--- src/rtl/gate_input_conditioner.sv ---
// -----------------------------------------------------------------------------
// gate_input_conditioner
//
// Front-end for the digital-gates block. Each raw, asynchronous, bouncy pin
// level is brought into the clk domain through a two-flop synchronizer and then
// debounced: a synchronized value has to disagree with the accepted level for
// DEBOUNCE_CYCLES consecutive cycles before it is taken. Any bounce restarts
// the count from zero. Every acceptance produces a one-cycle rise or fall
// strobe on that channel and a shared one-cycle changed strobe.
//
// Parameters:
//   WIDTH            number of independent channels (bit 0 = a, bit 1 = b)
//   DEBOUNCE_CYCLES  consecutive disagreeing cycles needed to accept (1..255)
//
// Ports:
//   clk        system clock, all logic on the rising edge
//   rst        synchronous reset, active-high
//   raw_in     asynchronous raw pin levels
//   enable     1 = debounce active, 0 = freeze clean_out and clear counters
//   clean_out  debounced level per channel (gate operand bits)
//   rise       one-cycle strobe, channel accepted 0->1
//   fall       one-cycle strobe, channel accepted 1->0
//   changed    one-cycle strobe, OR of all rise|fall bits
//   busy       1 while any channel has a transition pending (counter != 0)
// -----------------------------------------------------------------------------
module gate_input_conditioner #(
  parameter int WIDTH           = 2,
  parameter int DEBOUNCE_CYCLES = 4
) (
  input  logic             clk,
  input  logic             rst,
  input  logic [WIDTH-1:0] raw_in,
  input  logic             enable,
  output logic [WIDTH-1:0] clean_out,
  output logic [WIDTH-1:0] rise,
  output logic [WIDTH-1:0] fall,
  output logic             changed,
  output logic             busy
);

  localparam int              CW       = $clog2(DEBOUNCE_CYCLES + 1);
  localparam logic [CW-1:0]   CNT_LAST = CW'(DEBOUNCE_CYCLES - 1);

  logic [WIDTH-1:0] sync_1;
  logic [WIDTH-1:0] sync_2;
  logic [CW-1:0]    cnt      [WIDTH];
  logic [CW-1:0]    cnt_next [WIDTH];
  logic [WIDTH-1:0] accept;
  logic             busy_next;

  // Next-state for the debounce counters. A channel is accepted on the edge
  // where its counter already holds DEBOUNCE_CYCLES-1 and the synchronized
  // level still disagrees; that same edge updates clean_out and fires the
  // strobe, so the strobe lines up with the first cycle of the new level.
  always_comb begin
    // NOTE: every signal gets a default before any branch so no path leaves
    // it unassigned; a missing default would infer a latch.
    accept    = '0;
    busy_next = 1'b0;
    for (int i = 0; i < WIDTH; i++) begin
      cnt_next[i] = '0;
      if (enable && (sync_2[i] != clean_out[i])) begin
        if (cnt[i] == CNT_LAST) begin
          accept[i] = 1'b1;
        end else begin
          cnt_next[i] = cnt[i] + CW'(1);
        end
      end
      // busy is registered from the next counter value so it tracks the
      // counter register exactly rather than lagging it by a cycle.
      busy_next = busy_next | (cnt_next[i] != '0);
    end
  end

  always_ff @(posedge clk) begin
    if (rst) begin
      sync_1    <= '0;
      sync_2    <= '0;
      clean_out <= '0;
      rise      <= '0;
      fall      <= '0;
      changed   <= 1'b0;
      busy      <= 1'b0;
      // NOTE: the counter array is state, not storage; it must be reset so a
      // transition pending at reset time is discarded rather than completed.
      for (int i = 0; i < WIDTH; i++) begin
        cnt[i] <= '0;
      end
    end else begin
      // NOTE: non-blocking assignments throughout, so sync_2 takes the old
      // sync_1 and the chain really is two flops deep.
      sync_1    <= raw_in;
      sync_2    <= sync_1;
      clean_out <= clean_out ^ accept;
      rise      <= accept & sync_2;
      fall      <= accept & ~sync_2;
      changed   <= |accept;
      busy      <= busy_next;
      for (int i = 0; i < WIDTH; i++) begin
        cnt[i] <= cnt_next[i];
      end
    end
  end

endmodule

--- config.mk ---
export PLATFORM = sky130hd
export DESIGN_NAME = gate_input_conditioner
export DESIGN_NICKNAME = d
export VERILOG_FILES = /design/src/rtl/gate_input_conditioner.sv
export SDC_FILE = /design/constraint.sdc
export NUM_CORES = 1
export LEC_CHECK = 0
export CAP_MARGIN = 20
export CORE_AREA = 2 2 39 41
export CTS_BUF_LIST = sky130_fd_sc_hd__clkbuf_4
export DETAILED_ROUTE_END_ITERATION = 12
export DIE_AREA = 0 0 41 43
export GPL_TIMING_DRIVEN = 0
export PLACE_DENSITY_LB_ADDON = 0.15
export REMOVE_ABC_BUFFERS = 1
export SLEW_MARGIN = 20
export SYNTH_ARGS = -nofsm -noshare
export SYNTH_HDL_FRONTEND = slang
export SYNTH_SLANG_ARGS = --single-unit
--- constraint.sdc ---
create_clock -name clk -period 2.7 [get_ports clk]
set_input_delay 0.54 -clock clk [delete_from_list [all_inputs] [get_ports clk]]
set_output_delay 0.54 -clock clk [all_outputs]
set_load 0.1 [all_outputs]
==> results.json <==
{
  "seqCellArea_um2": 360,
  "grt_overflow": 0,
  "cp.arrival_ns": 1.85,
  "maxSlewHeadroom_pct": 35.2,
  "core_um2": 1380,
  "synth_cell_type_count": 19,
  "cts_tree": "done",
  "post-place-ws_ns": 0.627,
  "htreeDepth": 1,
  "wl_per_cell_um": 9.97,
  "cts_buffers": 3,
  "worstPathMaxFanout": 3,
  "die_w_um": 41,
  "r2r_slack_ns": 1.49,
  "multi_input_area_um2": 263,
  "period_needed_ns": 2.39,
  "reg2reg_from": "cnt[0][0]",
  "finalSetupViolCount": 0,
  "synthMuxAreaShare_pct": 3.14,
  "netlist_instances": 59,
  "synth.avg_cell_area_um2": 10.8,
  "maxCapViolations": 0,
  "path_depth": 1,
  "hold_ws_ns": 0.444,
  "hold_class": "reg -> reg",
  "cp_data_required_time_ns": 2.16,
  "status": "finished clean",
  "cts-root-buf": "clkbuf_4",
  "start_util_pct": 46.1,
  "synth_commonest_cells": "dfxtp_1 (18), nor2_1 (8), and2b_2 (5)",
  "setup_ws_ns": 0.314,
  "netlist_top_cells_area": "dfxtp_1 (56%), and2b_2 (6.9%), nor2_1 (4.7%)",
  "critPathTopFamily": "buffers and inverters",
  "cts_resized": 0,
  "pwr_density_cell_nw_per_um2": 526,
  "tightest_slew_ns": 0.969,
  "rr_worst_depth": 4,
  "yosysSeqAreaShare_pct": 56.5,
  "synth_seq_cells": 18,
  "finalNetCount": 83,
  "synth_compound_area_share_pct": 0.980,
  "ctsHoldBuffers": 0,
  "antenna_found_initial": 0,
  "ioPinCount": 13,
  "grt_pass1_wl_um": 1550,
  "rows": 14,
  "cts_max_path_buffers": 2,
  "synth.most_common_cell": "dfxtp_1",
  "worstSetupPathType": "reg -> out",
  "end_kind": "primary output",
  "post-cts-setup-buffers": 0,
  "slew_viol_final": 0,
  "yosysWarnings": 0,
  "rsz0062_at_grt": "false",
  "postSynth.asyncResetShare_pct": 0,
  "diodes": 0,
  "slowest_stage": "clkdlybuf4s50_1",
  "critPathLaunchType": "flop",
  "place_hpwl_um": 714,
  "synth_ff_type": "dfxtp_1",
  "num_vias": 431,
  "dieArea_um2": 1760,
  "synthAdderAreaFrac_pct": 5.49,
  "hp-start": "cnt[0][3]",
  "syn_area_um2": 638,
  "p_total_uw": 423,
  "grt_pass1_vias": 392,
  "synth-simple-area-share_pct": 27.6,
  "drt_first_iter_violations": 1,
  "worst-path-buf-inv": 1,
  "post-route-drc-count": 0,
  "die_h_um": 43,
  "cts.sink_count": 18,
  "power_leakage_nw": 0.352,
  "crit_path_cell_trace": "clkdlybuf4s50_1",
  "routed_wl_um": 907,
  "globalplace.congestion": 0.712,
  "synth_enable_flop_cells": 0,
  "hold_depth": 1,
  "fmax_ghz": 0.419,
  "grt_usage_pct": 13.5,
  "fin_skew_ns": 0.00284,
  "max_stage_delay_ns": 1.15,
  "synth_top_family_by_area": "simple AND/OR/NAND/NOR gates",
  "drt-pass1-iter-count": 2,
  "setup_tns_ns": 0,
  "fin_crit_sh_pct": 88.4,
  "syn_to_final_growth_pct": 26.1,
  "vias_per_cell": 4.74,
  "grt_max_degree": 11,
  "drive_gt1_share_pct": 14.7,
  "startpoint": "clean_out[1]",
  "irDropWorstVdd_mv": 0.337,
  "nFillCells": 130,
  "portBuffers": 12,
  "hold_viol_final": 0,
  "clock_latency_ns": 0.29,
  "path_clk_slew_ns": 0.10,
  "ant_nets": 0,
  "synthXorXnorAreaFrac_pct": 3.92,
  "synth.top_cell.area_share_pct": 56.5,
  "synth_area_leader_cell": "dfxtp_1"
}
worst reg2reg max path, stage by stage, from the launching register on:
cell	delay (ns)
dfxtp_1	0.33
ha_1	0.29
nor2b_1	0.05
maj3_1	0.35
o22ai_1	0.12
cell families after synthesis:
kind of cell | Yosys count
simple gates | 29
flops | 18
buf+inv | 4
fa+ha+maj | 3
xor+xnor | 2
mux | 2
compound gates | 1
layout make-up:
class,instances,area share (%)
flip-flops and latches,18,44.8
repair buffers,12,14.9
clock buffers,3,2.80
inverters,4,1.87
clock inverters,1,0.467
multi-input cells,37,32.7
well taps,16,2.49
sequential cells by signal, summed over array words and instances (netlist names):
name and flops:
sync_2 2, fall 2, busy 1, rise 2
changed 1, sync_1 2, clean_out 2, cnt 6
report_power, final:
group          switching, mW  internal [mW]
Clock                 0.0775         0.0537
Combinational        0.00930         0.0109
Sequential           0.00230          0.269
metal layers:
layer  vias to the layer above  part of all wire (%)  GRT usage [%]  routed length [um]
met5                         -                     0              0                   0
met4                         0                   2.4           10.0                  22
met3                         4                   4.7           3.14                  43
met2                        10                    48           19.1                 433
met1                       193                    45           17.1                 407
li1                        224                     -              -                   -
stage by stage:
step	utilization [%]	cells	instance area, um^2
finish	58.1	91	805
global route	58.1	91	805
CTS	58.1	91	805
detailed placement	56.2	87	778
global placement	56.2	87	778
floorplan	-	59	638
path summary, 6_finish.rpt:
| path | endpoint |
|---|---|
| worst min register to register | cnt[0][3] |
| worst min-delay path | cnt[0][3] |
| worst max-delay path | clean_out[1] |
| worst max register to register | busy |
cell usage in the layout (no fill, tap or decap), drive strengths merged, types with 3 or more instances in the layout:
| cell type | instances |
|---|---|
| nor2b | 3 |
| clkdlybuf4s50 | 12 |
| nand3b | 3 |
| inv | 4 |
| dfxtp | 18 |
| clkbuf | 3 |
| and2b | 5 |
| nor2 | 8 |
Power figures use the tool's default switching activity.
